File: src/rtl/ahb_lite_master_bridge.sv
// Single-transfer AHB-Lite master: one NONSEQ SINGLE per accepted request, with
// lane-masked read data, error/timeout status and a busy/done handshake.
module ahb_lite_master_bridge #(
    parameter int ADDR_W  = 32,
    parameter int DATA_W  = 32,
    parameter int TIMEOUT = 256
) (
    input  logic              AFT_CLK,
    input  logic              TRST,
    input  logic              ren,
    input  logic              wen,
    input  logic [ADDR_W-1:0] addr_aft,
    input  logic [DATA_W-1:0] wdata_aft,
    input  logic [3:0]        byte_en,
    output logic              busy,
    output logic              done,
    output logic [DATA_W-1:0] rdata,
    output logic              err,
    output logic              timeout,
    output logic [ADDR_W-1:0] HADDR,
    output logic [1:0]        HTRANS,
    output logic              HWRITE,
    output logic [2:0]        HSIZE,
    output logic [2:0]        HBURST,
    output logic [3:0]        HPROT,
    output logic              HMASTLOCK,
    output logic [DATA_W-1:0] HWDATA,
    input  logic [DATA_W-1:0] HRDATA,
    input  logic              HREADY,
    input  logic              HRESP
);

    typedef enum logic [2:0] {
        ST_IDLE  = 3'd0,
        ST_ADDR  = 3'd1,
        ST_DATA  = 3'd2,
        ST_DRAIN = 3'd3,
        ST_RESP  = 3'd4
    } state_t;

    localparam logic [1:0]        TR_IDLE   = 2'b00;
    localparam logic [1:0]        TR_NONSEQ = 2'b10;
    localparam int                CNT_W     = (TIMEOUT > 1) ? $clog2(TIMEOUT) : 1;
    localparam bit                TO_EN     = (TIMEOUT != 0);
    localparam logic [CNT_W-1:0]  CNT_LAST  = CNT_W'((TIMEOUT > 0) ? (TIMEOUT - 1) : 0);
    localparam logic [ADDR_W-1:0] WORD_MASK = {{(ADDR_W-2){1'b1}}, 2'b00};

    // Returns {legal, hsize[2:0], lane offset[1:0]} for a byte-enable pattern.
    function automatic logic [5:0] decode_be(input logic [3:0] be);
        logic [5:0] res;
        case (be)
            4'b1111: res = {1'b1, 3'b010, 2'b00};
            4'b0011: res = {1'b1, 3'b001, 2'b00};
            4'b1100: res = {1'b1, 3'b001, 2'b10};
            4'b0001: res = {1'b1, 3'b000, 2'b00};
            4'b0010: res = {1'b1, 3'b000, 2'b01};
            4'b0100: res = {1'b1, 3'b000, 2'b10};
            4'b1000: res = {1'b1, 3'b000, 2'b11};
            default: res = {1'b0, 3'b000, 2'b00};
        endcase
        return res;
    endfunction

    function automatic logic [DATA_W-1:0] lane_mask(input logic [3:0] be);
        logic [DATA_W-1:0] m;
        m = '0;
        for (int i = 0; i < 4; i++) begin
            m[8*i +: 8] = {8{be[i]}};
        end
        return m;
    endfunction

    state_t              state_r, state_s;
    logic [1:0]          htrans_r, htrans_s;
    logic [ADDR_W-1:0]   haddr_r, haddr_s;
    logic                hwrite_r, hwrite_s;
    logic [2:0]          hsize_r, hsize_s;
    logic [DATA_W-1:0]   hwdata_r, hwdata_s;
    logic [DATA_W-1:0]   wdata_lat_r, wdata_lat_s;
    logic [3:0]          be_lat_r, be_lat_s;
    logic                busy_r, busy_s;
    logic                done_r, done_s;
    logic                err_r, err_s;
    logic                timeout_r, timeout_s;
    logic [DATA_W-1:0]   rdata_r, rdata_s;
    logic [CNT_W-1:0]    wait_cnt_r, wait_cnt_s;
    logic [5:0]          dec_s;

    assign dec_s = decode_be(byte_en);

    // Next-state and next-output logic for the transfer FSM.
    always_comb begin
        state_s     = state_r;
        htrans_s    = htrans_r;
        haddr_s     = haddr_r;
        hwrite_s    = hwrite_r;
        hsize_s     = hsize_r;
        hwdata_s    = hwdata_r;
        wdata_lat_s = wdata_lat_r;
        be_lat_s    = be_lat_r;
        busy_s      = busy_r;
        done_s      = 1'b0;
        err_s       = 1'b0;
        timeout_s   = 1'b0;
        rdata_s     = rdata_r;
        wait_cnt_s  = wait_cnt_r;
        case (state_r)
            ST_IDLE: begin
                if ((ren || wen) && (!(ren && wen)) && dec_s[5]) begin
                    htrans_s    = TR_NONSEQ;
                    haddr_s     = (addr_aft & WORD_MASK) | {{(ADDR_W-2){1'b0}}, dec_s[1:0]};
                    hwrite_s    = wen;
                    hsize_s     = dec_s[4:2];
                    wdata_lat_s = wdata_aft;
                    be_lat_s    = byte_en;
                    busy_s      = 1'b1;
                    state_s     = ST_ADDR;
                end else if (ren || wen) begin
                    // Illegal request: answered locally, the bus never sees it.
                    done_s  = 1'b1;
                    err_s   = 1'b1;
                    state_s = ST_RESP;
                end else begin
                    state_s = ST_IDLE;
                end
            end
            ST_ADDR: begin
                if (HREADY) begin
                    htrans_s   = TR_IDLE;
                    hwdata_s   = hwrite_r ? wdata_lat_r : '0;
                    wait_cnt_s = '0;
                    state_s    = ST_DATA;
                end else begin
                    state_s = ST_ADDR;
                end
            end
            ST_DATA: begin
                if (HREADY) begin
                    rdata_s  = hwrite_r ? '0 : (HRDATA & lane_mask(be_lat_r));
                    err_s    = HRESP;
                    done_s   = 1'b1;
                    busy_s   = 1'b0;
                    hwdata_s = '0;
                    state_s  = ST_RESP;
                end else if (TO_EN && (wait_cnt_r == CNT_LAST)) begin
                    // Report now, but the slave still owns the data phase until HREADY.
                    done_s    = 1'b1;
                    err_s     = 1'b1;
                    timeout_s = 1'b1;
                    state_s   = ST_DRAIN;
                end else begin
                    wait_cnt_s = wait_cnt_r + CNT_W'(1);
                end
            end
            ST_DRAIN: begin
                if (HREADY) begin
                    busy_s   = 1'b0;
                    hwdata_s = '0;
                    state_s  = ST_IDLE;
                end else begin
                    state_s = ST_DRAIN;
                end
            end
            ST_RESP: begin
                state_s = ST_IDLE;
            end
            default: begin
                state_s  = ST_IDLE;
                htrans_s = TR_IDLE;
                busy_s   = 1'b0;
            end
        endcase
    end

    // State and registered bus/handshake outputs.
    always_ff @(posedge AFT_CLK or negedge TRST) begin
        if (!TRST) begin
            state_r     <= ST_IDLE;
            htrans_r    <= TR_IDLE;
            haddr_r     <= '0;
            hwrite_r    <= 1'b0;
            hsize_r     <= 3'b000;
            hwdata_r    <= '0;
            wdata_lat_r <= '0;
            be_lat_r    <= 4'b0000;
            busy_r      <= 1'b0;
            done_r      <= 1'b0;
            err_r       <= 1'b0;
            timeout_r   <= 1'b0;
            rdata_r     <= '0;
            wait_cnt_r  <= '0;
        end else begin
            state_r     <= state_s;
            htrans_r    <= htrans_s;
            haddr_r     <= haddr_s;
            hwrite_r    <= hwrite_s;
            hsize_r     <= hsize_s;
            hwdata_r    <= hwdata_s;
            wdata_lat_r <= wdata_lat_s;
            be_lat_r    <= be_lat_s;
            busy_r      <= busy_s;
            done_r      <= done_s;
            err_r       <= err_s;
            timeout_r   <= timeout_s;
            rdata_r     <= rdata_s;
            wait_cnt_r  <= wait_cnt_s;
        end
    end

    assign busy      = busy_r;
    assign done      = done_r;
    assign err       = err_r;
    assign timeout   = timeout_r;
    assign rdata     = rdata_r;
    assign HADDR     = haddr_r;
    assign HTRANS    = htrans_r;
    assign HWRITE    = hwrite_r;
    assign HSIZE     = hsize_r;
    assign HWDATA    = hwdata_r;
    assign HBURST    = 3'b000;
    assign HPROT     = 4'b0011;
    assign HMASTLOCK = 1'b0;

endmodule

File: config.mk
export PLATFORM = sky130hd
export DESIGN_NAME = ahb_lite_master_bridge
export DESIGN_NICKNAME = d
export VERILOG_FILES = /design/src/rtl/ahb_lite_master_bridge.sv
export SDC_FILE = /design/constraint.sdc
export NUM_CORES = 1
export LEC_CHECK = 0
export CAP_MARGIN = 30
export CORE_MARGIN = 3
export CORE_UTILIZATION = 50
export CTS_BUF_LIST = sky130_fd_sc_hd__clkbuf_8
export CTS_CLUSTER_DIAMETER = 50
export CTS_CLUSTER_SIZE = 10
export DETAILED_ROUTE_END_ITERATION = 16
export GPL_ROUTABILITY_DRIVEN = 0
export MAX_ROUTING_LAYER = met4
export PLACE_DENSITY = 0.92
export SYNTH_ARGS = -nofsm -noshare
export SYNTH_HDL_FRONTEND = slang
export SYNTH_SLANG_ARGS = --single-unit
File: constraint.sdc
create_clock -name AFT_CLK -period 4.5 [get_ports AFT_CLK]
set_clock_uncertainty 0.05 [all_clocks]
set_input_delay 0.9 -clock AFT_CLK [delete_from_list [all_inputs] [get_ports AFT_CLK]]
set_output_delay 0.9 -clock AFT_CLK [all_outputs]
set_load 0.02 [all_outputs]
# After elaboration in Yosys (flattened, before gate mapping)
# Cells that the tools add are included.
# totals
rom_bits	0
output_inout_bits	114
word_cells	86
n_memories	0
register_bits	153
latch_bits	0
ramBits	0
# op_classes
n_div	0
n_eq_ne	18
n_mul	0
order_cmp	0
shifts	0
n_mux	32
bitwise	4
addsub	1
n_reduce_logical	17
# op_table
cell	n
32-bit 2-to-1 mux	4
32-bit case mux with 2 select lines	1
6-bit case mux with 7 select lines	1
32-bit AND	1
32-bit by 2-bit OR with 32-bit output	1
8-bit 2-to-1 mux	3
8-bit case mux with 2 select lines	1
4-bit == test, second input constant	3
3-bit 2-to-1 mux	4
3-bit case mux with 4 select lines	1
1-bit 2-to-1 mux	9
3-bit AND reduction	3
8-bit by 1-bit adder with 8-bit output, second input constant	1
4-bit by 2-bit == test with 1-bit output, second input constant	2
8-bit == test, second input constant	1
2-bit 2-to-1 mux	4
2-bit != test, second input constant	4
3-bit by 2-bit == test with 1-bit output, second input constant	2
2-bit case mux with 3 select lines	1
4-bit by 1-bit == test with 1-bit output, second input constant	1
4-bit by 3-bit == test with 1-bit output, second input constant	1
1-bit case mux with 2 select lines	2
2-bit AND reduction	2
4-bit AND reduction	1
13 further kinds	18

# Depth between registers and ports, before layout
# logic_depth
word_depth	6
depth_mapped	7

# Worst setup path after synthesis
# OpenSTA, ideal clock, no wires.
# synth_timing
kind	input -> register
startpoint	input ren
endpoint	register haddr_r[10], in the netlist HADDR[10]
arrival_time_ps	2056
slack_ps	2266
setup_ps	127
cell_stages	7
cell_sequence	inv_1 ha_1 nand3b_1 a21oi_1 buf_4 buf_6 mux2_1
# synth_between
elab_chain_len	5
elab_cells_between_ends	6
# synth_lines
element	line	text
start, declared	10	input logic ren,
1-bit logical AND	109	if ((ren || wen) && (!(ren && wen)) && dec_s[5]) begin
1-bit zero test	109	
1-bit logical AND * (2 in series)	109	
2-bit AND reduction (no line) *	n/a	
end signal, assigned	195	haddr_r <= haddr_s;
end, declared	75	logic [ADDR_W-1:0] haddr_r, haddr_s;
# Every way passes the cells marked *; elsewhere a longest branch is shown, timed or not.
# A chain may end at the register's enable or synchronous reset.

# Worst setup path after layout
# layout_timing
startpoint	input byte_en[1]
endpoint	register wdata_lat_r[8]
# layout_between
elab_chain_len	4
elab_cells_between_ends	10
# layout_lines
element	line	text
start, declared	14	input logic [3:0] byte_en,
4-bit == test, or another cell as far along	51	case (be)
6-bit case mux with 7 select lines *	51	
1-bit logical AND *	109	
2-bit AND reduction (no line) *	n/a	
end signal, assigned	199	wdata_lat_r <= wdata_lat_s;
end, declared	79	logic [DATA_W-1:0] wdata_lat_r, wdata_lat_s;
# Marks and branches as above.

==> parameters.txt <==
Parameter                              Value

Status
  Outcome ... finished clean

Synth
  Area leader, netlist ... dfrtp_1
  Share of synthesized area occupied by flip-flops and latches ... 62.6%
  Main flop type after synthesis ... dfrtp_1
  Share of flip-flops with an asynchronous set or reset after synthesis ... 100%
  Count of synthesis-stage warnings from yosys ... 0
  Synthesized area divided by synthesized cell count ... 12.7 um^2
  Post-synth cell types ... 43
  Summed instance area of the synthesized netlist ... 6040 um^2
  Synth area leaders ... dfrtp_1 (63%), mux2_1 (10%), a22o_1 (4.6%), nand2_1 (4.2%), o21ai_0 (3.4%)
  Number of storage elements in the synthesis netlist ... 151
  Area share of the largest cell type after synthesis ... 62.6%
  Cell count after synthesis ... 475
  Number of flops mapped to enable cells by yosys ... 0

Clock network
  # resized after CTS ... 0
  Setup Fix Bufs, Post-CTS ... 0
  Clock latency of the later-clocked register in the worst-skew pair ... 0.43 ns
  TritonCTS clock tree ... built
  Cts hold-fix bufs ... 0
  Total CTS buffers ... 17
  Clock-pin transition on the worst setup and hold timing paths ... 0.08 ns
  Clock root buffer master ... clkbuf_8
  H-tree lvl count ... 4
  Sinks on the clock net ... 151
  Number of buffers on the longest clock path ... 2

Floorplan
  Floorplan core area ... 11,600 um^2
  Die area ... 13,400 um^2
  Number of cell rows ... 39
  Height of the die ... 116 um
  Initial standard-cell utilization of the core ... 52.0%
  Die X ... 116 um
  I/O pin count ... 220

Drt
  Wirelength per Cell ... 17.2 um
  Total vias in the final route ... 4,413
  Via density ... 5.30
  DR DRC count ... 0
  Drt first-iter violations ... 219
  First drt pass iteration count ... 4
  Sum of routed wire length over all layers ... 14,300 um
  Remaining number of nets flagged by the antenna check after routing ... 0

Global route
  Total gr overflow ... 0
  Most used routing layer ... met2
  Via count of the first global-routing pass ... 4,546
  Global-route wire length before repair ... 22,500 um
  Pin count of the biggest net entering global routing ... 113
  Antenna violations before repair ... 0
  All-layer global routing usage ... 22.5%
  GRT met2 Usage ... 36.4%
  Routing usage on met3 ... 6.32%
  Routing usage on met1 ... 27.3%

Timing
  Final total negative setup slack ... 0 ns
  Worst setup slack after layout ... 1.67 ns
  RSZ-0062 raised after global routing ... false
  Final min period ... 2.83 ns
  Crit share post-route ... 62.8%
  Slew margin rel. ... 56.5%
  Actual transition at the worst max-transition pin ... 0.651 ns
  Fmax ... 354 MHz
  Number of failing hold endpoints at the final stage ... 0
  Max-slew violation count ... 0
  Final setup violation count ... 0

Place
  Number of input and output port buffers inserted ... 207
  DPL Wire Length ... 10,300 um
  Worst slack at placement ... 1.25 ns

Power and ir drop
  Largest voltage drop on the vdd net ... 0.407 mV
  Design internal power ... 3.64 mW
  Gate power share ... 38.2%
  Switching portion of total power ... 33.3%
  Net load switching power ... 1.82 mW
  Relative contribution of the clock network to total power ... 21.5%
  Pleak ... 3.73 nW
  Flop pwr share ... 40.3%
  Pwr per Cell Area ... 631 nW/um^2

Worst setup path
  Endpoint class of the critical path ... register
  Cell at the slowest stage of the critical path ... clkdlybuf4s50_1
  Cell-by-cell listing of the critical path ... clkdlybuf4s50_1 > and4_1 > a21oi_1 > a21oi_4 > buf_12 > mux2_1
  CP startpoint kind ... input pin
  CP max FO ... 63
  Sum of buffers and inverters on the critical path ... 2
  Critical setup path kind ... in2reg
  Endpoint arrival time on the critical path ... 3.09 ns
  Cell family with most CP delay ... buffers and inverters
  Longest individual stage delay on the worst path ... 0.62 ns
  Required time reported for the critical path endpoint ... 4.76 ns

Run
  Max-capacitance violation count ... 0

Cells and area
  Number of antenna diodes ... 0
  Area growth, synth to finish ... 43.0%
  Share of layout cells above drive strength 1 ... 8.13%
  Total Nets Final ... 784
  Leading cell types in the layout, fill and taps excluded ... clkdlybuf4s50_1 (206), dfrtp_1 (151), nand2_1 (67), mux2_1 (56), o21ai_0 (41)
  Final core utilization ... 74.3%
  Leading cell type in the layout, fill and taps excluded ... clkdlybuf4s50_1

Hold path
  Worst hold path type ... in2async
==> logic make-up after synthesis <==
group	synth area share, %
xor gates and xnor gates	0.145
adders and majority gates	0.414
and+or+nand+nor	8.60
AOI/OAI and AO/OA	10.1
muxes	13.4
buffers and inverters	4.68
other	0.124
DFF	62.6
==> synthesized netlist by cell type, drive strengths merged (2+ instances only) <==
cell    number
dfrtp      151
mux2        70
nand2       67
o21ai       41
buf         34
a22o        32
nand3        8
nor2         8
inv          7
a21oi        6
nor2b        6
clkbuf       5
a31oi        3
and3         3
nand3b       3
nor3         3
conb         2
ha           2
mux2i        2
nand2b       2
o211ai       2
==> worst paths after layout <==
check | startpoint | to | slack [ns] | depth (start not counted)
max reg2reg | state_r[1]$_DFFE_PN0P_ | wdata_lat_r[8]$_DFFE_PN0P_ | 2.24 | 5
min in group AFT_CLK | rdata[20]$_DFFE_PN0P_ | rdata[20]$_DFFE_PN0P_ | 0.43 | 2
max | byte_en[1] | wdata_lat_r[8]$_DFFE_PN0P_ | 1.67 | 6
min | TRST | HWDATA[19]$_DFFE_PN0P_ | 0.20 | 1
max in group asynchronous | TRST | HWDATA[9]$_DFFE_PN0P_ | 2.96 | 3
min reg2reg | rdata[20]$_DFFE_PN0P_ | rdata[20]$_DFFE_PN0P_ | 0.43 | 2
==> registers in the layout, summed over array words and instances (netlist names) <==
name and cells:
err 1, be_lat_r 4, HSIZE 2, HTRANS 1, busy 1, wait_cnt_r 8
HWDATA 32, wdata_lat_r 32, state_r 3, HWRITE 1, HADDR 32, rdata 32
timeout 1, done 1
==> cell type report <==
class,count,area [um^2]
clock inverters,13,203
well taps,143,179
multi-input cells,286,2020
inverters,7,26.3
repair buffers,213,2160
flip-flops and latches,151,3780
fillers,772,2980
clock buffers,19,262
==> metal layers <==
layer  vias up  share of wire (%)
li1       2039                  -
met1      2177                 42
met2       176                 50
met3        21                6.9
met4         0                1.5
met5         -                  0
==> power by group through the flow <==
| stage | combinational [mW] | sequential (mW) | clock [mW] |
|---|---|---|---|
| 6_report | 2.08 | 2.19 | 1.17 |
| 5_1_grt | 2.23 | 2.26 | 1.26 |
| 4_1_cts | 2.11 | 2.19 | 1.20 |
| 3_5_place_dp | 2.10 | 2.21 | 0 |
| 3_3_place_gp | 2.03 | 2.17 | 0 |
| 2_1_floorplan | 0.693 | 2.58 | 0 |
==> per-stage QoR <==
step                      instance area, um^2  cells  total power [mW]  hold slack (ns)
after CTS                                8610    831              5.51            0.435
after global placement                   8120    798              4.20            0.412
after detailed placement                 8140    799              4.31            0.419
after global routing                     8630    832              5.75            0.152
after floorplan                          6070    483              3.27            0.400
final                                    8630    832              5.45            0.202
Note: power is estimated with default switching activity, not from simulation.
